File: src/rtl/core_tick_gen.sv
// Core clock-enable generator with run / halt / single-step / N-tick burst modes.
// Optional 32-bit tick counter is built only when CORE_TICK_COUNT_EN is defined.
module core_tick_gen #(
  parameter int unsigned CLK_FREQ  = 100000000,
  parameter int unsigned CORE_FREQ = 1000000,
  parameter int unsigned BURST_W   = 16
) (
  input  logic               clk_i,
  input  logic               reset_i,
  input  logic [1:0]         mode_i,
  input  logic               start_i,
  input  logic [BURST_W-1:0] burst_len_i,
  output logic               tick_o,
  output logic               busy_o,
  output logic               done_o,
  output logic [31:0]        tick_count_o
);

  localparam int unsigned DIV_RAW = CLK_FREQ / ((CORE_FREQ == 0) ? 1 : CORE_FREQ);
  localparam int unsigned DIV     = (CORE_FREQ == 0 || DIV_RAW < 1) ? 1 : DIV_RAW;
  localparam int unsigned PW      = (DIV > 1) ? $clog2(DIV) : 1;

  localparam logic [1:0] MODE_RUN   = 2'b00;
  localparam logic [1:0] MODE_HALT  = 2'b01;
  localparam logic [1:0] MODE_STEP  = 2'b10;
  localparam logic [1:0] MODE_BURST = 2'b11;

  typedef enum logic [1:0] {
    S_IDLE,
    S_RUN,
    S_BURST
  } state_t;

  state_t             r_state;
  logic [PW-1:0]      r_presc;
  logic [BURST_W-1:0] r_remaining;
  logic               r_tick;
  logic               r_busy;
  logic               r_done;

  logic               w_wrap;
  logic [PW-1:0]      w_presc_next;
  logic [BURST_W-1:0] w_len_eff;
  logic [BURST_W-1:0] w_rem_load;
  logic               w_start_burst;
  logic               w_empty_burst;

  // The edge leaving IDLE already counts as the first prescaler step, so the
  // first tick lands exactly DIV cycles after the request was sampled.
  assign w_wrap        = (r_presc == PW'(DIV - 1));
  assign w_presc_next  = w_wrap ? '0 : r_presc + PW'(1);
  assign w_len_eff     = (mode_i == MODE_STEP) ? BURST_W'(1) : burst_len_i;
  assign w_rem_load    = w_len_eff - (w_wrap ? BURST_W'(1) : '0);
  assign w_start_burst = start_i && ((mode_i == MODE_STEP) ||
                                     ((mode_i == MODE_BURST) && (burst_len_i != '0)));
  assign w_empty_burst = start_i && (mode_i == MODE_BURST) && (burst_len_i == '0);

  always_ff @(posedge clk_i) begin
    if (reset_i) begin
      r_state     <= S_IDLE;
      r_presc     <= '0;
      r_remaining <= '0;
      r_tick      <= 1'b0;
      r_busy      <= 1'b0;
      r_done      <= 1'b0;
    end else begin
      r_tick <= 1'b0;
      r_done <= 1'b0;
      case (r_state)
        S_IDLE: begin
          r_busy  <= 1'b0;
          r_presc <= '0;
          if (mode_i == MODE_RUN) begin
            r_state <= S_RUN;
            r_busy  <= 1'b1;
            r_presc <= w_presc_next;
            r_tick  <= w_wrap;
          end else if (w_start_burst) begin
            r_state     <= S_BURST;
            r_busy      <= 1'b1;
            r_presc     <= w_presc_next;
            r_tick      <= w_wrap;
            r_remaining <= w_rem_load;
          end else if (w_empty_burst) begin
            r_done <= 1'b1;
          end
        end
        S_RUN: begin
          if (mode_i != MODE_RUN) begin
            r_state <= S_IDLE;
            r_busy  <= 1'b0;
            r_presc <= '0;
          end else begin
            r_presc <= w_presc_next;
            r_tick  <= w_wrap;
          end
        end
        S_BURST: begin
          if (mode_i == MODE_HALT) begin
            r_state     <= S_IDLE;
            r_busy      <= 1'b0;
            r_presc     <= '0;
            r_remaining <= '0;
          end else if (r_remaining == '0) begin
            r_state <= S_IDLE;
            r_busy  <= 1'b0;
            r_done  <= 1'b1;
            r_presc <= '0;
          end else begin
            r_presc <= w_presc_next;
            if (w_wrap) begin
              r_tick      <= 1'b1;
              r_remaining <= r_remaining - BURST_W'(1);
            end
          end
        end
        default: begin
          r_state <= S_IDLE;
          r_busy  <= 1'b0;
          r_presc <= '0;
        end
      endcase
    end
  end

  assign tick_o = r_tick;
  assign busy_o = r_busy;
  assign done_o = r_done;

`ifdef CORE_TICK_COUNT_EN
  logic [31:0] r_tick_count;

  always_ff @(posedge clk_i) begin
    if (reset_i) begin
      r_tick_count <= '0;
    end else if (r_tick) begin
      r_tick_count <= r_tick_count + 32'd1;
    end
  end

  assign tick_count_o = r_tick_count;
`else
  assign tick_count_o = '0;
`endif

endmodule

File: config.mk
export PLATFORM = sky130hd
export DESIGN_NAME = core_tick_gen
export DESIGN_NICKNAME = d
export VERILOG_FILES = /design/src/rtl/core_tick_gen.sv
export SDC_FILE = /design/constraint.sdc
export NUM_CORES = 1
export LEC_CHECK = 0
export BUFFER_PORTS_ARGS = -buffer_cell sky130_fd_sc_hd__buf_2
export CAP_MARGIN = 20
export CORE_ASPECT_RATIO = 1.25
export CORE_MARGIN = 5
export CORE_UTILIZATION = 35
export CTS_CLUSTER_SIZE = 25
export DETAILED_ROUTE_END_ITERATION = 10
export SKIP_CTS_REPAIR_TIMING = 1
export SYNTH_ARGS = -nofsm -noshare
export SYNTH_HDL_FRONTEND = slang
export SYNTH_SLANG_ARGS = --single-unit
File: constraint.sdc
create_clock -name clk_i -period 5.33 [get_ports clk_i]
set_input_delay 1.066 -clock clk_i [delete_from_list [all_inputs] [get_ports clk_i]]
set_output_delay 1.066 -clock clk_i [all_outputs]
set_load 0.01 [all_outputs]
# After elaboration in Yosys (flattened, before gate mapping)

Cells that the tools add are included.

Register bits: 28
Bits of input ports: 21
Output and inout port bits: 35
Logic and storage cells: 77

Add/subtract/negate cells: 3
Equality and inequality tests: 13
Muxes and demuxes: 40
Reduce and logical (&&, ||, !) cells: 15

Operator list:

| operator              | count |
|---|---|
| $mux 16               | 6 |
| $mux 7                | 6 |
| $logic_not 16->1      | 2 |
| $pmux 16 s2           | 1 |
| $pmux 7 s3            | 1 |
| $mux 1                | 17 |
| $reduce_bool 16->1    | 1 |
| $sub 16x1->16         | 1 |
| $sub 16x1->16 const B | 1 |
| $ne 3x3->1 const B    | 4 |
| $mux 2                | 5 |
| $add 7x1->7 const B   | 1 |
| $eq 7x7->1 const B    | 1 |
| $eq 2x2->1 const B    | 3 |
| $ne 2x2->1 const B    | 3 |
| $pmux 1 s3            | 2 |
| $pmux 2 s3            | 1 |
| $reduce_and 5->1      | 1 |
| $eq 2x1->1 const B    | 2 |
| $logic_and 1x1->1     | 4 |
| $logic_not 2->1       | 2 |
| $reduce_bool 2->1     | 2 |
| $reduce_and 3->1      | 1 |
| $pmux 1 s2            | 1 |
| other kinds (2)       | 2 |

# Logic depth before layout (Yosys ltp)

Gate-level depths: netlist of the first run.

Depth in word-level cells: 7
Depth in mapped cells: 13
Depth with buffers taken out: 11

# Worst setup path after synthesis of the first run

No wires, ideal clock.

Kind: input to register
From: input mode_i[1]
To: register r_remaining[14]
Library setup time: 0.071 ns
Data arrival time: 2.983 ns
Required time: 5.259 ns
Setup slack: 2.276 ns
Cell stages on the path: 10
Path buffers: 2
Path through: nor2b_1 > clkbuf_1 > nor2_1 > ha_1 > ha_1 > clkbuf_1 > and4_1 > or4_1 > a31o_1 > a21oi_1

Word-level cells in the longest chain between the ends: 6
Elaborated cells on any way between the ends: 18
Classes of those cells: add/sub (1); eq/ne (7); mux (5); reduce/logical (5)

RTL lines:

| item                                                     | RTL line   | source |
|---|---|---|
| start: declaration                                       | 10         | `input logic [1:0] mode_i,` |
| $eq 2x2->1 (on tied branches)                            | 52, 54, 55 |  |
| $mux 16 / $logic_and 1x1->1 (equally long branches)      | 52, 55     |  |
| $sub 16x1->16 / $logic_or 1x1->1 (equally long branches) | 53, 54     |  |
| $mux 16 / $logic_and 1x1->1 (equally long branches)      | 78, 54     |  |
| $mux 16 / $ne 2x2->1 (equally long branches)             | -          |  |
| $pmux 16 s2 / $reduce_and 5->1 (equally long branches)   | -          |  |
| end signal: assignment                                   | 83         | `r_remaining <= w_rem_load;` |
| end signal: assignment                                   | 113        | `r_remaining <= r_remaining - BURST_W'(1);` |
| end: declaration                                         | 36         | `logic [BURST_W-1:0] r_remaining;` |

Several ways; a longest one is shown, not always the timed one. The select of a mux whose other input is x is not followed.
A chain may end at the register's enable or synchronous reset.

# Worst setup path in the final report of the first run

Same ends and word-level chain as after synthesis.

==> results of run 1 <==
==> routing by layer <==
layer | routed length (um) | global-route usage | up-vias
met3 | 312 | 0.0203 | 9
met4 | 99 | 0.0491 | 0
li1 | - | - | 1072
met2 | 2830 | 0.236 | 70
met5 | 0 | 0 | -
met1 | 2520 | 0.178 | 1028
==> state kept, by name, indices dropped and copies added, names as in the netlist <==
signal,cells
done_o,1
r_remaining,16
busy_o,1
r_presc,7
r_state,2
tick_o,1
==> kinds of logic (layout without fill, tap and decap cells) <==
family / Yosys count / after routing / share of synthesized area
AO/OA/AOI/OAI: 91 / 91 / 0.271
adder cells (fa/ha/maj): 4 / 4 / 0.0215
buffers and inverters: 59 / 39 / 0.160
AND/OR/NAND/NOR: 116 / 116 / 0.271
other: 1 / 32 / 0.00161
flip-flops: 28 / 28 / 0.241
XOR/XNOR: 9 / 9 / 0.0339
==> worst max-delay path by stage <==
stage	from	to	slack, ps	cells after the start
after global routing	mode_i[1]	r_remaining[14]	1560	9
after CTS	mode_i[1]	r_remaining[14]	1840	9
after detailed placement	mode_i[1]	r_remaining[14]	1550	9
final	mode_i[1]	r_remaining[14]	1800	9
after global placement	mode_i[1]	r_remaining[14]	1630	9
after floorplan	mode_i[1]	r_remaining[14]	2280	10
==> worst max-delay path, stage by stage <==
cell and delay (ps):
buf_2 130, nor2b_1 680, nor2_1 100, ha_1 360, ha_1 450, and4_1 260, or4_1 390, a31o_1 180
a21oi_1 130
==> cell type report <==
class	count	area share
tap	87	0.0451
timing repair buffer	24	0.0508
clock buffer	3	0.0171
inverter	11	0.0171
clock inverter	1	0.0124
sequential	28	0.232
multi-input combinational	252	0.625
==> metrics by stage <==
stage                     std cells  cell area, um2  hold slack (ps)  utilization
after global placement          402            2340              429        0.359
final                           406            2410              443        0.370
after CTS                       406            2410              445        0.370
after global routing            406            2410              467        0.370
after detailed placement        402            2340              430        0.359
after floorplan                 339            2440              413            -
==> cells in the final DEF (no fill, tap or decap), types with 5 or more instances in the layout <==
cell type  count
conb_1        32
nor2_1        28
a21oi_1       28
dfxtp_1       28
buf_2         23
o21ai_0       21
nand2_1       18
inv_1         11
nand3_1       11
nor3_1        11
nand2b_1       8
nor2b_1        6
or4_1          6
xnor2_1        6
nor4_1         5
==> power groups by stage <==
stage                     combinational [W]  clock, W  sequential, W
after global routing               0.000168  0.000186       0.000230
after CTS                          0.000148  0.000175       0.000228
after global placement             0.000147         0       0.000233
after floorplan                    0.000131         0       0.000231
after detailed placement           0.000147         0       0.000233
final                              0.000149  0.000171       0.000229
==> flow_metrics.tcl, run 1 <==
set metrics [dict create \
    status "completed" \
    cts-root-buf "clkbuf_8" \
    slew_headroom 0.446 \
    hold_path_depth 1 \
    routed_via_density 5.37 \
    worst_slew_pin_slew_ps 830 \
    grt_overflow 0 \
    clock.fmax_mhz 283 \
    hold_class "reg2reg" \
    grt_pass1_wl_mm 9.74 \
    place_ws_ps 1550 \
    p_sw_frac 0.323 \
    critPathCaptureType "register" \
    synth.most_common_cell "buf_4" \
    areaGrowthSynthToFinish_pct 3.82 \
    cp-start-kind "input port" \
    synthTopCellsByCount "buf_4 (34), a21oi_1 (28), dfxtp_1 (28), nor2_1 (28), o21ai_0 (21)" \
    clkSinkCount 28 \
    ir_worst_vdd_mv 0.0890 \
    yosys.cell_types.count 61 \
    synth_flop_cell "dfxtp_1" \
    cts_tree "done" \
    die_w_um 82.9 \
    diodes 0 \
    cts_buffer_depth 2 \
    hold_violations 0 \
    ys_warn_count 0 \
    period_share 0.662 \
    synth_seq_cells 28 \
    drt_first_pass_iters 4 \
    core.rowCount 33 \
    ios 56 \
    routed_wl_mm 5.76 \
    cts_buffers 3 \
    leakage_nw 0.939 \
    seq_power_share 0.416 \
    multi_input_area_um2 1510 \
    die-area_um2 8390 \
    reg2reg_slack_ps 1940 \
    powerDensity_nw_per_um2 227 \
    dp_hpwl_mm 4.37 \
    finalCriticalPeriod_ps 3530 \
    rsz0062_at_grt "no" \
    final.setup.tns_ps 0 \
    antenna_found_initial 0 \
    comb_power_share 0.272 \
    drv_slew 0 \
    clkTransAtPathRegs_ps 100 \
    die_h_um 101 \
    finalSetupViolations 0 \
    initial_core_util 0.357 \
    core_um2 6520 \
    dr.first_iter.drc_count 156 \
    total_power_w 0.000549 \
    worstPathMaxFanout 17 \
    grt_pass1_vias 1972 \
    vias 2179 \
    hold_path_startpoint "r_presc[0]" \
    fin_ws_ps 1800 \
    worstPathArrival_ps 3750 \
    fin_skew_ps 3.67 \
    gp_congestion 0.870 \
    drv_cap 0 \
    r2r_end "r_remaining[14]" \
    drt_drc_violations_left 0 \
    async_reset_ff_frac 0 \
    n_fill_cell 698 \
    finalNetCount 345 \
    synth_top_area_frac 0.241 \
    ant_nets 0 \
    required_ps 5550 \
    p_clk_frac 0.311 \
    synth_edf_count 0 \
    regArea_um2 561 \
    p_int_w 0.000372 \
    wl_per_cell_um 14.2 \
    drive_gt1_frac 0.147 \
    htreeDepth 1 \
    synth.largest_area_cell "dfxtp_1" \
    grt_max_degree 27 \
    reg2reg_depth 9 \
    grt_usage 0.138 \
    crit_type "in2reg" \
    netlist_instances 308 \
    yosys-top-cells-area "dfxtp_1 (24%), buf_4 (11%), a21oi_1 (6.0%), nor2_1 (4.5%), o21ai_0 (4.5%)" \
    avgSynthCellArea_um2 7.55 \
    regToRegStartpoint "r_presc[3]" \
    hold_end "r_presc[0]" \
    insertion_delay_ps 280 \
    synth_area_um2 2330 \
    p_sw_w 0.000177 \
    synth-seq-area-share 0.241 \
    io_buffer_count 23 \
]
Power figures use the tool's default switching activity.
==> inputs of run 2 (changes only) <==
==> constraint.sdc (replaced) <==
create_clock -name clk_i -period 3.6 [get_ports clk_i]
set_input_delay 0.72 -clock clk_i [delete_from_list [all_inputs] [get_ports clk_i]]
set_output_delay 0.72 -clock clk_i [all_outputs]
set_load 0.01 [all_outputs]
==> flow_metrics.tcl, run 2 (synthesized netlist as in run 1, its figures left out) <==
set metrics [dict create \
    rsz0062_at_grt "no" \
    cts_buffers 3 \
    die-area_um2 8390 \
    slew_headroom 0.500 \
    routed_via_density 5.31 \
    regToRegStartpoint "r_presc[3]" \
    reg.largest.list "r_remaining (16), r_presc (7), r_state (2)" \
    io_buffer_count 23 \
    clock.fmax_mhz 337 \
    critPathCaptureType "register" \
    hold_violations 0 \
    core_um2 6520 \
    initial_core_util 0.357 \
    largest_reg_flops 16 \
    mostFrequentLayoutCells "conb_1 (32), nor2_1 (28), a21oi_1 (28), dfxtp_1 (28), buf_2 (23)" \
    r2r_end "r_remaining[8]" \
    cp-endpoint "r_remaining[8]" \
    clkTransAtPathRegs_ps 100 \
    ant_nets 0 \
    grt_overflow 0 \
    fin_ws_ps 635 \
    regMostFlops "r_remaining" \
    worstPathCellList "or4b_2 > or2_2 > inv_1 > ha_1 > ha_1 > buf_4 > nor2_1 > a21o_1 > a22o_1 > a22oi_1 > o32ai_2" \
    critPathBufInv 2 \
    cts_buffer_depth 2 \
    drive_gt1_frac 0.163 \
    design_area_um2 2460 \
    diodes 0 \
    final.setup.tns_ps 0 \
    ios 56 \
    hold_path_startpoint "r_presc[0]" \
    drv_cap 0 \
    cpLargestDelayFamily "simple AND/OR/NAND/NOR gates" \
    hold_path_depth 1 \
    areaGrowthSynthToFinish_pct 5.76 \
    leakage_nw 0.968 \
    routed_wl_mm 5.75 \
    ir_worst_vdd_mv 0.239 \
    die_h_um 101 \
    grt_pass1_vias 2064 \
    reg2reg_depth 11 \
    crit_type "reg2reg" \
    worstPathArrival_ps 3130 \
    final_common_cell "conb_1" \
    fin_skew_ps 1.37 \
    period_share 0.824 \
    finalNetCount 351 \
    clkSinkCount 28 \
    worstPathMaxFanout 11 \
    cpPeakStageDelay_ps 680 \
    vias 2188 \
    crit_top_cell "ha_1" \
    finalSetupViolations 0 \
    dp_hpwl_mm 4.45 \
    grt_max_degree 25 \
    drv_slew 0 \
    gp_congestion 0.874 \
    grt_usage 0.135 \
    hold_class "reg2reg" \
    drt_drc_violations_left 0 \
    instances_no_fill 412 \
    finalCriticalPeriod_ps 2960 \
    reg2reg_slack_ps 640 \
    required_ps 3760 \
    worst_slew_pin_slew_ps 744 \
    htreeDepth 1 \
    drt_first_pass_iters 4 \
    powerDensity_nw_per_um2 333 \
    die_w_um 82.9 \
    dr.first_iter.drc_count 162 \
    cts-root-buf "clkbuf_8" \
    wl_per_cell_um 14.0 \
    path_depth 11 \
    place_area_um2 2390 \
    core.rowCount 33 \
    dp_cells 408 \
    insertion_delay_ps 280 \
    crit_start "r_presc[3]" \
    antenna_found_initial 0 \
    cts_tree "done" \
    cp-start-kind "register" \
    status "completed" \
    place_ws_ps 681 \
    grt_pass1_wl_mm 9.55 \
    critPathSlowestCell "or4b_2" \
]
## run 2: cell types whose count changed in the layout (fill, tap and decap cells not counted)
cell / change
buf_4: +6
## run 2: stage by stage
stage	power [W]	hold WS, ps	utilization
after global placement	0.000568	428	0.366
after global routing	0.000865	481	0.377
after CTS	0.000822	456	0.377
after detailed placement	0.000568	440	0.366
after floorplan	0.000535	413	-
final	0.000819	453	0.377
## run 2: area by class of cell
class	count	area, um2
clock buffer	3	41.3
fill	711	4060
sequential	28	561
clock inverter	1	30.0
inverter	11	41.3
timing repair buffer	30	168
multi-input combinational	252	1510
tap	87	109
## run 2: worst min path at each step
| stage | endpoint | slack, ps |
|---|---|---|
| floorplan | r_presc[0] | 410 |
| global placement | r_presc[0] | 430 |
| detailed placement | r_presc[0] | 440 |
| CTS | r_presc[0] | 460 |
| global route | r_presc[0] | 480 |
| finish | r_presc[0] | 450 |
## run 2: worst reg2reg max path: stages, from the launching register on
cell	delay [ps]
dfxtp_1	350
or4b_2	680
or2_2	320
inv_1	60
ha_1	190
ha_1	290
buf_4	220
nor2_1	70
a21o_1	150
a22o_1	230
a22oi_1	170
o32ai_2	110
## run 2: report_power, final
part           switching, W  internal, W  total, W
clock network      0.000105     0.000149  0.000254
logic              0.000146    0.0000812  0.000227
registers         0.0000131     0.000325  0.000338
## run 2: routing by layer
metal | share of wire | up-vias | wire length [um] | track usage
met5 | 0 | - | 0 | 0
met4 | 0.022 | 0 | 129 | 0.0679
met3 | 0.063 | 13 | 361 | 0.0285
met2 | 0.50 | 73 | 2850 | 0.228
met1 | 0.42 | 1018 | 2410 | 0.164
li1 | - | 1084 | - | -
